`src/rtl/slink_fifo_rd_stream.sv`:
```
// -----------------------------------------------------------------------------
// slink_fifo_rd_stream
//
// Read-side front end for the async FIFO read port. It lives entirely in the
// read clock domain. It pops words through the FIFO's rinc/rempty/rdata port
// and presents them to downstream S-Link logic as a valid/ready stream.
//
// A 2-entry skid buffer (head/tail) decouples the FIFO pop strobe from
// downstream backpressure. Because of this, fifo_rinc never depends on i_ready.
//
// Handshake: a word transfers on a rising clk edge where o_valid=1 and
// i_ready=1. Once o_valid is raised, o_data stays stable until that transfer
// happens. The only exceptions are flush and reset, which withdraw o_valid.
//
// Ports:
//   clk, reset    read-domain clock; asynchronous active-high reset
//   fifo_rempty   FIFO empty flag
//   fifo_rdata    FIFO head word, meaningful while fifo_rempty=0
//   fifo_rinc     FIFO pop strobe
//   o_valid       output word valid
//   o_data        output word
//   i_ready       downstream accept
//   flush         synchronous drain: discard buffered words, empty the FIFO
//   clr_cnt       synchronous clear of both statistics counters
//   idle          nothing buffered and FIFO empty (clock-gate enable source)
//   xfer_cnt      completed output handshakes, wrapping
//   drop_cnt      words discarded by flush, saturating
//   dbg_state     occupancy state (0 EMPTY, 1 ONE, 2 TWO) for observation
// -----------------------------------------------------------------------------
module slink_fifo_rd_stream #(
    parameter int DATA_SIZE = 40,
    parameter int CNT_W     = 16
) (
    input  logic                 clk,
    input  logic                 reset,
    input  logic                 fifo_rempty,
    input  logic [DATA_SIZE-1:0] fifo_rdata,
    output logic                 fifo_rinc,
    output logic                 o_valid,
    output logic [DATA_SIZE-1:0] o_data,
    input  logic                 i_ready,
    input  logic                 flush,
    input  logic                 clr_cnt,
    output logic                 idle,
    output logic [CNT_W-1:0]     xfer_cnt,
    output logic [CNT_W-1:0]     drop_cnt,
    output logic [1:0]           dbg_state
);

    typedef enum logic [1:0] {
        EMPTY = 2'd0,
        ONE   = 2'd1,
        TWO   = 2'd2
    } state_t;

    state_t               state;
    logic [DATA_SIZE-1:0] head;
    logic [DATA_SIZE-1:0] tail;

    logic                 push;
    logic                 pop;
    logic [1:0]           held_cnt;
    logic [1:0]           drop_inc;
    logic [CNT_W+1:0]     drop_sum;
    logic [CNT_W-1:0]     drop_next;

    // During a flush the FIFO is drained regardless of buffer occupancy.
    assign fifo_rinc = ~reset & ~fifo_rempty & (flush | (state != TWO));
    assign push      = fifo_rinc & ~flush;
    assign o_valid   = (state != EMPTY) & ~flush;
    assign pop       = o_valid & i_ready;
    assign o_data    = head;
    assign idle      = fifo_rempty & (state == EMPTY);
    assign dbg_state = state;

    // Words lost to a flush in this cycle: the held words plus the word
    // popped from the FIFO. The held words can only be non-zero on the first
    // flush cycle, because flush forces EMPTY at the edge.
    always_comb begin
        held_cnt  = 2'd0;
        drop_inc  = 2'd0;
        drop_sum  = '0;
        drop_next = '0;
        case (state)
            ONE:     held_cnt = 2'd1;
            TWO:     held_cnt = 2'd2;
            default: held_cnt = 2'd0;
        endcase
        if (flush) begin
            drop_inc = held_cnt + {1'b0, fifo_rinc};
        end
        drop_sum = {2'b00, drop_cnt} + {{CNT_W{1'b0}}, drop_inc};
        // Saturate when any carry leaves the counter width (up to +3 per cycle).
        if (drop_sum[CNT_W+1:CNT_W] != 2'b00) begin
            drop_next = '1;
        end else begin
            drop_next = drop_sum[CNT_W-1:0];
        end
    end

    always_ff @(posedge clk or posedge reset) begin
        if (reset) begin
            state    <= EMPTY;
            head     <= '0;
            tail     <= '0;
            xfer_cnt <= '0;
            drop_cnt <= '0;
        end else begin
            if (flush) begin
                // Head/tail keep their contents; only the occupancy is discarded.
                state <= EMPTY;
            end else begin
                case (state)
                    EMPTY: begin
                        if (push) begin
                            state <= ONE;
                            head  <= fifo_rdata;
                        end
                    end
                    ONE: begin
                        if (push && pop) begin
                            head <= fifo_rdata;
                        end else if (push) begin
                            state <= TWO;
                            tail  <= fifo_rdata;
                        end else if (pop) begin
                            state <= EMPTY;
                        end
                    end
                    TWO: begin
                        // fifo_rinc is held low in TWO, so no push can arrive here.
                        if (pop) begin
                            state <= ONE;
                            head  <= tail;
                        end
                    end
                    default: state <= EMPTY;
                endcase
            end

            if (clr_cnt) begin
                xfer_cnt <= '0;
                drop_cnt <= '0;
            end else begin
                xfer_cnt <= xfer_cnt + {{(CNT_W-1){1'b0}}, pop};
                drop_cnt <= drop_next;
            end
        end
    end

endmodule
```
`config.mk`:
```
export PLATFORM = sky130hd
export DESIGN_NAME = slink_fifo_rd_stream
export DESIGN_NICKNAME = d
export VERILOG_FILES = /design/src/rtl/slink_fifo_rd_stream.sv
export SDC_FILE = /design/constraint.sdc
export NUM_CORES = 1
export LEC_CHECK = 0
export ABC_AREA = 1
export CAP_MARGIN = 15
export CORE_AREA = 2 2 148 78
export CTS_BUF_LIST = sky130_fd_sc_hd__clkbuf_16
export DETAILED_ROUTE_END_ITERATION = 12
export DIE_AREA = 0 0 150 80
export PLACE_DENSITY = 0.84
export SLEW_MARGIN = 25
export SYNTH_ARGS = -nofsm -noshare
export SYNTH_HDL_FRONTEND = slang
export SYNTH_SLANG_ARGS = --single-unit
```
`constraint.sdc`:
```
create_clock -name clk -period 6.9 [get_ports clk]
set_clock_uncertainty 0.2 [all_clocks]
set_input_delay 1.035 -clock clk [delete_from_list [all_inputs] [get_ports clk]]
set_output_delay 1.035 -clock clk [all_outputs]
set_load 0.02 [all_outputs]
```
After elaboration in Yosys (flattened, before gate mapping). Cells that the tools add are included.

Memories kept: 0. Register bits after elaboration: 114. Bits in latches: 0. Output and inout bits: 77. Memory bits (read-only): 0. RAM bits: 0. Word-level logic and storage cells: 53.

Shift operators: 0. $add $sub $neg: 3. Magnitude comparators: 0. Bitwise operators: 11. Eq/ne operators: 10. Reduce and logical (&&, ||, !) cells: 8. $mul: 0. Mux-type cells: 16. Div/mod/pow operators: 0.

Operator list (number): 40-bit 2-to-1 mux (3); 40-bit case mux with 3 select lines (1); 16-bit 2-to-1 mux (3); 16-bit by 2-bit adder with 17-bit output (1); 16-bit by 1-bit adder with 16-bit output (1); 2-bit 2-to-1 mux (7); 3-bit inequality test, second input constant (3); 2-bit inequality test, second input constant (4); 4-bit AND reduction (2); 1-bit AND (6); 2-bit case mux with 3 select lines (1); 5-bit AND reduction (1); 4-bit inequality test, second input constant (1); 1-bit NOT (4); 2-bit case mux with 2 select lines (1); 2-bit nonzero test (2); 3-bit nonzero test (1); 2-bit by 1-bit adder with 2-bit output (1); 2-bit by 1-bit equality test with 1-bit output, second input constant (1); 2-bit equality test, second input constant (1); 2-bit logical NOT (1); 1-bit logical AND (1); 1-bit bitwise OR (1).

Logic depth before layout (Yosys ltp). Gate-level depths: netlist of run 1.

Word-level depth: 9. Gate-level depth with buffers: 17. Gate-level depth less buffers: 17.

Least setup slack after synthesis of run 1. OpenSTA, ideal clock, no wires.

Kind: in2reg. Start: in reset. End: reg drop_cnt[14]. Cell stages on the path: 16. Slack: 389 ps. Arrival: 6248 ps. Buffers on the path: 1. Cells stage by stage: inv_1 nand2_1 a21oi_1 ha_1 nor2_1 nor2_1 inv_1 fa_1 nor2_1 nand2_1 nor2_1 nand3_2 buf_6 nand3_1 nand2_1 inv_1.

Word-level cells in the longest chain between the ends: 9.

Ends and longest elaborated chain: from (decl) (RTL line 35) `input logic reset,`; 1-bit NOT * (RTL line 68) `assign fifo_rinc = ~reset & ~fifo_rempty & (flush | (state != TWO));`; 1-bit AND * (2 in a row) (RTL line 68); via fifo_rinc (RTL line 38) `output logic fifo_rinc,`; 2-bit by 1-bit adder with 2-bit output * (RTL line 90) `drop_inc = held_cnt + {1'b0, fifo_rinc};`; 2-bit 2-to-1 mux * (RTL line 89) `if (flush) begin`; 16-bit by 2-bit adder with 17-bit output * (RTL line 92) `drop_sum = {2'b00, drop_cnt} + {{CNT_W{1'b0}}, drop_inc};`; 2-bit nonzero test (RTL line 94) `if (drop_sum[CNT_W+1:CNT_W] != 2'b00) begin`; 16-bit 2-to-1 mux * (RTL line 94); 16-bit 2-to-1 mux * (RTL line 141) `if (clr_cnt) begin`; to (signal assigned) (RTL line 146) `drop_cnt <= drop_next;`; to (decl) (RTL line 46) `output logic [CNT_W-1:0] drop_cnt,`.

The timed path passes the listed nets; every way through them passes the cells marked *. A chain may end at the register's enable or synchronous reset.

Worst setup path in the final report of run 1.
Start: in reset. End: reg drop_cnt[15].

Word-level cells in the longest chain between the ends: 9.

Ends and longest elaborated chain (RTL line): 1-bit NOT * (68); 1-bit AND * (2 in a row) (68); 2-bit by 1-bit adder with 2-bit output * (90); 2-bit 2-to-1 mux * (89); 16-bit by 2-bit adder with 17-bit output * (92); 2-bit nonzero test (94); 16-bit 2-to-1 mux * (94); 16-bit 2-to-1 mux * (141).

Mark *: on every way between the ends. The rest lies on a longest branch, timed or not.

==> flow_summary.json, run 1 <==
{
  "cellPowerDensity_nw_per_um2": 323,
  "cts-root-buf": "sky130_fd_sc_hd__clkbuf_16",
  "worstSetupPathType": "in -> reg",
  "synth_top_cell_area_share": 0.494,
  "netlist_top_cells_area": "sky130_fd_sc_hd__dfrtp_1 (49%), sky130_fd_sc_hd__nand2_1 (12%), sky130_fd_sc_hd__o21ai_0 (6.8%)",
  "power.clock.fraction": 0.380,
  "hold_viol": 0,
  "drt.antenna.violating_nets": 0,
  "r2r_start": "dbg_state[0]",
  "cts_resized": 0,
  "synth.largest_area_cell": "sky130_fd_sc_hd__dfrtp_1",
  "cell_internal_pwr_mw": 1.73,
  "synth_adder_area_share": 0.0143,
  "edff_count_synth": 0,
  "power.sequential.fraction": 0.375,
  "globalRouteTotalUtil": 0.263,
  "design.portCount": 123,
  "p_sw_mw": 0.716,
  "grt_pass1_wl_microns": 24400,
  "layout_fillers": 836,
  "worstRegToRegCells": 15,
  "startpoint_type": "primary input",
  "final-max-slew-violation-count": 0,
  "post-cts-setup-buffers": 0,
  "register_area_share_after_synthesis": 0.494,
  "number_of_cells_traversed_by_the_worst_hold_path": 2,
  "power_frac_comb": 0.245,
  "cts_tree": "built",
  "synth.yosys.warnings": 0,
  "synth_simple_gate_area_share": 0.238,
  "antenna_found_initial": 0,
  "status": "complete, no violations",
  "syn_to_final_growth_pct": 31.2,
  "min_path_type": "reg -> reg",
  "ys.flop_type": "sky130_fd_sc_hd__dfrtp_1",
  "setup.reg_to_reg.worst_slack_ns": 3.65,
  "worst_min_delay_path_startpoint": "o_data[22]",
  "avgViaCountPerCell": 5.23,
  "critical_path.endpoint_type": "flop",
  "synth.cell_area_sq_um": 5780,
  "clk_pin_slew_worst_paths_ns": 0.05,
  "synth.net_count": 760,
  "postSynth.asyncResetShare": 1.00,
  "die_h_microns": 80,
  "nets": 871,
  "synthesized_netlist_cell_count": 708,
  "power.share.switching": 0.292,
  "drc_errors": 0,
  "place_hpwl_microns": 10100,
  "drt_first_iter_violations": 389,
  "worst_ep_required_time_ns": 7.05,
  "worst_pin_slew_ns": 0.970,
  "fmax_ghz": 0.227,
  "synth.lib_cells_used.distinct": 30,
  "power.leakage_nw": 3.57,
  "setup_viol": 0,
  "total_number_of_vias": 5112,
  "postSynthRegisterBits": 114,
  "period_needed_ns": 4.41,
  "critical_path_arrival_ns": 4.56,
  "clock_latency_ns": 0.41,
  "detail_route.wirelength_microns": 14800,
  "share_of_the_synthesized_area_in_compound_gates_ao_oa_aoi_oai": 0.144,
  "max_slew_margin": 0.352,
  "globalplace.congestion": 0.944,
  "insertedDiodeCount": 0,
  "timing.critical_path.fanout_max": 50,
  "synthXorXnorAreaFrac": 0.0136,
  "clock_sink_count": 114,
  "post_drt_wl_per_cell_microns": 15.1,
  "grt_overflow_total": 0,
  "cts.path.max_buffers": 2,
  "start_util": 0.541,
  "post_route_cells_drive_above_1_share": 0.106,
  "rsz0062_at_grt": "no",
  "maximum_number_of_pins_on_one_net_before_global_route_repair": 82,
  "synth_most_common_cell": "sky130_fd_sc_hd__nand2_1",
  "detail_route.first_pass.iterations": 5,
  "syn_area_per_cell_sq_um": 8.16,
  "critical_path.reg2reg.endpoint": "drop_cnt[15]",
  "fp.dieW_microns": 150,
  "htree_num_levels": 4,
  "synth.mux.area_fraction": 0,
  "worst_hold_path.endpoint": "o_data[22]",
  "port-buffer-count": 122,
  "synth_top_family_by_area": "simple AND/OR/NAND/NOR gates",
  "die-area_sq_um": 12000,
  "whs_ns": 0.285,
  "post_synth_most_frequent_cells": "sky130_fd_sc_hd__nand2_1 (191), sky130_fd_sc_hd__dfrtp_1 (114), sky130_fd_sc_hd__o21ai_0 (79)",
  "timing.final.crit_share": 0.639,
  "core-area_sq_um": 10700,
  "setup-tns-final_ns": 0,
  "ir_worst_vdd_mv": 0.200,
  "via_count_of_the_first_global_routing_pass": 4847,
  "cts_hold_buf": 0,
  "tritoncts.num_buffers": 17,
  "num_rows": 27,
  "drv.max_cap_violation_count": 0
}
-- kinds of logic after synthesis --
logic type,after synthesis
adder cells (fa/ha/maj),6
flip-flops,114
XOR/XNOR,9
AND/OR/NAND/NOR,318
buffers and inverters,113
AO/OA/AOI/OAI,148
-- per-stage QoR --
| stage | cells | instance area (sq um) | setup slack (ns) | util | power, mW |
|---|---|---|---|---|---|
| 5_1_grt | 977 | 7580 | 2.05 | 0.710 | 2.57 |
| 6_report | 977 | 7580 | 2.49 | 0.710 | 2.45 |
| 4_1_cts | 977 | 7580 | 2.48 | 0.710 | 2.46 |
| 3_3_place_gp | 944 | 6940 | 2.25 | 0.650 | 1.50 |
| 2_1_floorplan | 708 | 5780 | 0.389 | - | 1.25 |
| 3_5_place_dp | 945 | 6960 | 2.08 | 0.652 | 1.52 |
-- worst max path at each step --
stage	depth (start not counted)	start	end
detailed placement	16	reset	drop_cnt[15]
floorplan	16	reset	drop_cnt[14]
global route	16	reset	drop_cnt[15]
CTS	16	reset	drop_cnt[15]
finish	16	reset	drop_cnt[15]
global placement	16	reset	drop_cnt[13]
-- layout by cell type, fill, tap and decap left out, drive strengths merged --
cell / n
nor3: 8
a21oi: 55
o21ai: 91
xnor2: 4
inv: 82
xor2: 5
nand2: 194
fa: 1
nor2: 90
clkbuf: 17
clkinvlp: 1
a31oi: 2
or2: 1
buf: 2
nand3: 19
nand3b: 1
dfrtp: 114
clkinv: 8
ha: 5
clkdlybuf4s50: 122
bufinv: 5
nand4: 5
-- state kept, by name (all words and copies together), names as in the netlist --
register,flops
dbg_state,2
drop_cnt,16
o_data,40
tail,40
xfer_cnt,16
-- final cells by class --
type	instances	area (sq um)	share of cell area
clock inverters	15	198	0.0261
well taps	145	181	0.0239
multi-input cells	481	2370	0.312
clock buffers	17	425	0.0561
repair buffers	124	1250	0.165
flip-flops and latches	114	2850	0.376
inverters	81	308	0.0406
-- power groups by stage --
stage | Clock, mW | Combinational (mW) | Sequential, mW
floorplan | 0 | 0.239 | 1.01
global placement | 0 | 0.576 | 0.921
finish | 0.930 | 0.599 | 0.918
detailed placement | 0 | 0.596 | 0.927
CTS | 0.938 | 0.604 | 0.918
global route | 0.970 | 0.665 | 0.933
-- layer usage --
layer  vias up  routed length [microns]  GRT usage
met1      2429                     6810      0.388
met5         -                        0          0
met3        17                     1330     0.0663
li1       2461                        -          -
met2       205                     6550      0.396
met4         0                       91     0.0472
-- worst max-delay path: stages --
cell and delay [ns]:
sky130_fd_sc_hd__clkdlybuf4s50_1 0.45, sky130_fd_sc_hd__inv_4 0.47, sky130_fd_sc_hd__nand2_1 0.27, sky130_fd_sc_hd__a21oi_1 0.23
sky130_fd_sc_hd__ha_1 0.20, sky130_fd_sc_hd__nor2_1 0.05, sky130_fd_sc_hd__nor2_1 0.14, sky130_fd_sc_hd__inv_1 0.08
sky130_fd_sc_hd__fa_1 0.45, sky130_fd_sc_hd__nor2_1 0.23, sky130_fd_sc_hd__nand2_1 0.12, sky130_fd_sc_hd__nor2_1 0.19
sky130_fd_sc_hd__nand3_2 0.28, sky130_fd_sc_hd__nand3_1 0.18, sky130_fd_sc_hd__nand2_1 0.07, sky130_fd_sc_hd__inv_1 0.07
No activity file was read; power rests on OpenSTA's default activity.
==> inputs of run 2 (changes only) <==
- CORE_AREA: 2 2 148 78 -> 2 2 154 81
- DIE_AREA: 0 0 150 80 -> 0 0 156 83
- PLACE_DENSITY: 0.84 -> 0.79
- clock period: 6.9 -> 4.4 ns (I/O delays scaled with it)
==> run 2 against run 1 <==
Net effect: flip-flop and latch count stayed put; cell area up 1.1%; via count is 1.0% higher; clock power up 61%; register-to-register slack got worse by 2.3 ns; largest cell class unchanged; wire length rose by 4.3%; largest power group unchanged; power grew 59%; global-route usage fell by 1.4 points; cell count is 0.92% higher; die area rose by 7.9%.
==> flow_summary.json, run 2 (synthesis gave the netlist of run 1 again) <==
{
  "post_route_cells_drive_above_1_share": 0.117,
  "whs_ns": 0.283,
  "topRoutingLayerUsed": "met4",
  "globalRouteTotalUtil": 0.249,
  "htree_num_levels": 4,
  "cts.path.max_buffers": 2,
  "clock_latency_ns": 0.41,
  "met3WireLength_microns": 1180,
  "drc_errors": 0,
  "fp.dieW_microns": 156,
  "worst_slack_ns": 1.02,
  "die-area_sq_um": 12900,
  "path_cells": "clkdlybuf4s50_1 -> clkinvlp_4 -> nand2_1 -> a21oi_4 -> ha_1 -> nand2_1 -> inv_1 -> ha_1 -> inv_1 -> fa_2 -> nor2_2 -> nand2_1 -> nor2_2 -> nand3_2 -> nand3_1 -> nand2_1 -> inv_1",
  "post-cts-setup-buffers": 0,
  "ir_worst_vdd_mv": 0.233,
  "period_needed_ns": 3.38,
  "cpLargestDelayFamily": "simple AND/OR/NAND/NOR gates",
  "worst_ep_required_time_ns": 4.55,
  "tritoncts.num_buffers": 17,
  "grt_overflow_total": 0,
  "max_stage_delay_ns": 0.51,
  "place_hpwl_microns": 10300,
  "place_worst_setup_slack_ns": 0.627,
  "placed_area_sq_um": 7000,
  "cts-root-buf": "sky130_fd_sc_hd__clkbuf_16",
  "critical_path.endpoint_type": "flop",
  "clock_sink_count": 114,
  "cts_hold_buf": 0,
  "status": "complete, no violations",
  "cp.depth": 17,
  "cts_tree": "built",
  "fmax_ghz": 0.296,
  "start_util": 0.501,
  "layoutNonFillerInstCount": 986,
  "final_util": 0.665,
  "via_count_of_the_first_global_routing_pass": 5011,
  "max_slew_margin": 0.366,
  "setup_viol": 0,
  "critPathBufInv": 5,
  "min_path_type": "reg -> reg",
  "die_h_microns": 83,
  "worstRegToRegCells": 15,
  "hold_viol": 0,
  "layout.cell_area.non_filler_sq_um": 7660,
  "placedCellCount": 953,
  "cpMaxStageDelayCell": "sky130_fd_sc_hd__clkdlybuf4s50_1",
  "drt.antenna.violating_nets": 0,
  "globalplace.congestion": 0.885,
  "clk_pin_slew_worst_paths_ns": 0.06,
  "total_number_of_vias": 5163,
  "design.portCount": 123,
  "avgViaCountPerCell": 5.24,
  "critical_path_arrival_ns": 3.53,
  "grt_pass1_wl_microns": 25100,
  "mostFrequentLayoutCells": "sky130_fd_sc_hd__nand2_1 (191), sky130_fd_sc_hd__clkdlybuf4s50_1 (122), sky130_fd_sc_hd__dfrtp_1 (114)",
  "num_rows": 28,
  "worstSetupPathType": "in -> reg",
  "core-area_sq_um": 11500,
  "rsz0062_at_grt": "no",
  "report.power.total_mw": 3.89,
  "met1Wirelength_microns": 7260,
  "timing.critical_path.fanout_max": 13,
  "detail_route.wirelength_microns": 15400,
  "cts_resized": 0,
  "layout.cells.most_common": "sky130_fd_sc_hd__nand2_1",
  "port-buffer-count": 122,
  "maximum_number_of_pins_on_one_net_before_global_route_repair": 82,
  "cellPowerDensity_nw_per_um2": 508,
  "drv.max_cap_violation_count": 0,
  "number_of_cells_traversed_by_the_worst_hold_path": 2,
  "power.leakage_nw": 3.57,
  "post_drt_wl_per_cell_microns": 15.6,
  "drt_first_iter_violations": 418,
  "syn_to_final_growth_pct": 32.7,
  "final-max-slew-violation-count": 0,
  "crit_path_frequent_cell": "sky130_fd_sc_hd__nand2_1",
  "met2RoutedLength_microns": 6780,
  "antenna_found_initial": 0,
  "insertedDiodeCount": 0,
  "worst_pin_slew_ns": 0.948,
  "startpoint_type": "primary input",
  "setup-tns-final_ns": 0,
  "timing.final.crit_share": 0.768,
  "detail_route.first_pass.iterations": 5,
  "nets": 875
}
-- run 2: changes by cell type in the layout (fill, tap and decap cells not counted), moves of 3 or more --
cell                         delta
sky130_fd_sc_hd__buf_4          +4
sky130_fd_sc_hd__clkinv_2       -5
sky130_fd_sc_hd__clkinv_4       +3
sky130_fd_sc_hd__clkinvlp_4     +3
sky130_fd_sc_hd__nor2_1         -3
sky130_fd_sc_hd__nor2_2         +3
-- run 2: worst register-to-register path, cell delays in order (launching register included) --
cell                      delay, ns
sky130_fd_sc_hd__dfrtp_1       0.51
sky130_fd_sc_hd__nor2_4        0.25
sky130_fd_sc_hd__a21oi_4       0.08
sky130_fd_sc_hd__ha_1          0.27
sky130_fd_sc_hd__nand2_1       0.04
sky130_fd_sc_hd__inv_1         0.05
sky130_fd_sc_hd__ha_1          0.15
sky130_fd_sc_hd__inv_1         0.06
sky130_fd_sc_hd__fa_2          0.37
sky130_fd_sc_hd__nor2_2        0.16
sky130_fd_sc_hd__nand2_1       0.11
sky130_fd_sc_hd__nor2_2        0.13
sky130_fd_sc_hd__nand3_2       0.26
sky130_fd_sc_hd__nand3_1       0.21
sky130_fd_sc_hd__nand2_1       0.07
sky130_fd_sc_hd__inv_1         0.07
-- run 2: path summary, 6_finish.rpt --
path / start / end / slack [ns]
worst max-delay path: reset / drop_cnt[9] / 1.02
worst min-delay path: o_data[25] / o_data[25] / 0.28
worst max register to register: dbg_state[0] / drop_cnt[9] / 1.36
worst min register to register: o_data[25] / o_data[25] / 0.28
max in group asynchronous: reset / xfer_cnt[3] / 2.04
min in group asynchronous: reset / drop_cnt[12] / 0.67
-- run 2: metal layers --
metal  global-route usage  up-vias
met4               0.0676        0
met3               0.0694       24
met1                0.357     2455
li1                     -     2464
met5                    0        -
met2                0.372      220
-- run 2: final cells by class --
type | count | area (sq um)
Tap cell | 150 | 188
Fill cell | 906 | 3860
Timing Repair Buffer | 128 | 1290
Multi-Input combinational cell | 481 | 2390
Sequential cell | 114 | 2850
Clock inverter | 15 | 215
Clock buffer | 17 | 425
Inverter | 81 | 308
-- run 2: where the power goes --
group | switching (mW) | total (mW) | internal [mW]
sequential | 0.127 | 1.44 | 1.32
combinational | 0.531 | 0.947 | 0.416
clock | 0.504 | 1.50 | 0.999
==> inputs of run 3 (changes only) <==
- clock period: 4.4 -> 3.5 ns (I/O delays scaled with it)
==> run 3 against run 2 <==
Net effect: critical path depth did not move; via count fell by 1.2%; register-to-register slack got worse by 0.87 ns; wire length fell by 2.9%; sequential share of layout area fell by 0.35 points; sequential power rose by 26%; combinational power rose by 26%; clock-buffer cell count did not move; flip-flop and latch count did not move; cell area rose by 0.95%; global-route usage fell by 1.0 points; cell count rose by 0.30%; critical endpoint is now drop_cnt[15]; highest routed layer unchanged.
==> flow_summary.json, run 3 (synthesis gave the netlist of run 1 again) <==
{
  "status": "complete, no violations",
  "grt_overflow_total": 0,
  "port-buffer-count": 122,
  "final-max-slew-violation-count": 0,
  "design.portCount": 123,
  "cts-root-buf": "sky130_fd_sc_hd__clkbuf_16",
  "report.power.total_mw": 4.91,
  "detail_route.wirelength_microns": 15000,
  "drt_first_iter_violations": 389,
  "drt.antenna.violating_nets": 0,
  "power.clock.fraction": 0.388,
  "min_path_type": "reg -> reg",
  "cts.path.max_buffers": 2,
  "cts_hold_buf": 0,
  "nets": 878,
  "rsz0062_at_grt": "no",
  "clock_sink_count": 114,
  "timing.final.crit_share": 0.879,
  "startpoint_type": "primary input",
  "start_util": 0.501,
  "htree_num_levels": 4,
  "post_route_cells_drive_above_1_share": 0.122,
  "globalplace.congestion": 0.937,
  "worst_ep_required_time_ns": 3.65,
  "placedCellCount": 957,
  "die_h_microns": 83,
  "tritoncts.num_buffers": 17,
  "syn_to_final_growth_pct": 33.9,
  "r2r_start": "dbg_state[0]",
  "post_drt_wl_per_cell_microns": 15.1,
  "worst_pin_slew_ns": 0.748,
  "critical_path.endpoint_type": "flop",
  "hold_viol": 0,
  "p_sw_mw": 1.42,
  "ir_worst_vdd_mv": 0.451,
  "grt_pass1_wl_microns": 24200,
  "die-area_sq_um": 12900,
  "setup_viol": 0,
  "post-cts-setup-buffers": 0,
  "clock_latency_ns": 0.41,
  "maximum_number_of_pins_on_one_net_before_global_route_repair": 82,
  "cts_tree": "built",
  "drc_errors": 0,
  "insertedDiodeCount": 0,
  "mostFrequentLayoutCells": "sky130_fd_sc_hd__nand2_1 (191), sky130_fd_sc_hd__clkdlybuf4s50_1 (122), sky130_fd_sc_hd__dfrtp_1 (114)",
  "worstSetupPathType": "in -> reg",
  "avgViaCountPerCell": 5.16,
  "timing.critical_path.fanout_max": 13,
  "cellPowerDensity_nw_per_um2": 635,
  "num_rows": 28,
  "core-area_sq_um": 11500,
  "layout.cells.most_common": "sky130_fd_sc_hd__nand2_1",
  "max_slew_margin": 0.502,
  "power.sequential.fraction": 0.369,
  "fp.dieW_microns": 156,
  "cell_internal_pwr_mw": 3.50,
  "detail_route.first_pass.iterations": 5,
  "cts_resized": 0,
  "fmax_ghz": 0.325,
  "antenna_found_initial": 0,
  "power_frac_comb": 0.242,
  "globalRouteTotalUtil": 0.238,
  "setup.worst_path.start": "reset",
  "drv.max_cap_violation_count": 0,
  "clk_pin_slew_worst_paths_ns": 0.06,
  "place_hpwl_microns": 10100,
  "total_number_of_vias": 5102,
  "setup.reg_to_reg.worst_slack_ns": 0.49,
  "power.leakage_nw": 3.61,
  "layoutNonFillerInstCount": 989,
  "critical_path_arrival_ns": 3.23,
  "worst_min_delay_path_startpoint": "o_data[32]",
  "power.share.switching": 0.288,
  "period_needed_ns": 3.08,
  "via_count_of_the_first_global_routing_pass": 4898
}
==> run 3: stage by stage <==
step | setup WS (ns) | hold WS (ns) | setup TNS (ns) | util | instance area, sq um
finish | 0.423 | 0.293 | 0 | 0.671 | 7740
global route | 0.204 | 0.326 | 0 | 0.671 | 7740
CTS | 0.442 | 0.296 | 0 | 0.671 | 7740
detailed placement | 0.0137 | 0.283 | 0 | 0.615 | 7090
global placement | 0.149 | 0.275 | 0 | 0.615 | 7090
floorplan | -1.26 | 0.277 | -26.22 | - | 5870
==> run 3: layout make-up <==
cell class / instances / area (sq um)
Inverter: 81 / 308
Clock buffer: 17 / 425
Multi-Input combinational cell: 481 / 2440
Timing Repair Buffer: 131 / 1300
Sequential cell: 114 / 2850
Tap cell: 150 / 188
Fill cell: 901 / 3790
Clock inverter: 15 / 223
==> run 3: per-layer routing <==
layer,vias up,wire (microns),GRT usage
met4,0,133,0.0709
li1,2485,-,-
met5,-,0,0
met2,168,6560,0.337
met1,2434,7130,0.355
met3,15,1130,0.0668
==> run 3: final timing paths <==
path,to,depth (start not counted)
worst max-delay path,drop_cnt[15],17
worst min-delay path,o_data[32],2
worst max register to register,drop_cnt[15],15
worst min register to register,o_data[32],2
max in group asynchronous,tail[11],4
min in group asynchronous,tail[26],3
==> run 3: critical path: stages <==
cell,delay (ns)
sky130_fd_sc_hd__clkdlybuf4s50_1,0.51
sky130_fd_sc_hd__clkinvlp_4,0.09
sky130_fd_sc_hd__nand2_1,0.13
sky130_fd_sc_hd__a21oi_4,0.05
sky130_fd_sc_hd__ha_1,0.28
sky130_fd_sc_hd__nand2_1,0.05
sky130_fd_sc_hd__inv_1,0.05
sky130_fd_sc_hd__ha_1,0.16
sky130_fd_sc_hd__inv_1,0.06
sky130_fd_sc_hd__fa_2,0.37
sky130_fd_sc_hd__nor2_2,0.13
sky130_fd_sc_hd__nand2_1,0.12
sky130_fd_sc_hd__nor2_2,0.14
sky130_fd_sc_hd__nand3_2,0.25
sky130_fd_sc_hd__nand3_1,0.19
sky130_fd_sc_hd__nand2_1,0.06
sky130_fd_sc_hd__inv_1,0.07
==> run 3: power groups by stage <==
stage | registers, mW | logic (mW) | clock network (mW)
detailed placement | 1.83 | 1.19 | 0
CTS | 1.81 | 1.20 | 1.94
finish | 1.81 | 1.19 | 1.91
global placement | 1.82 | 1.15 | 0
global route | 1.85 | 1.31 | 2.00
floorplan | 1.99 | 0.480 | 0
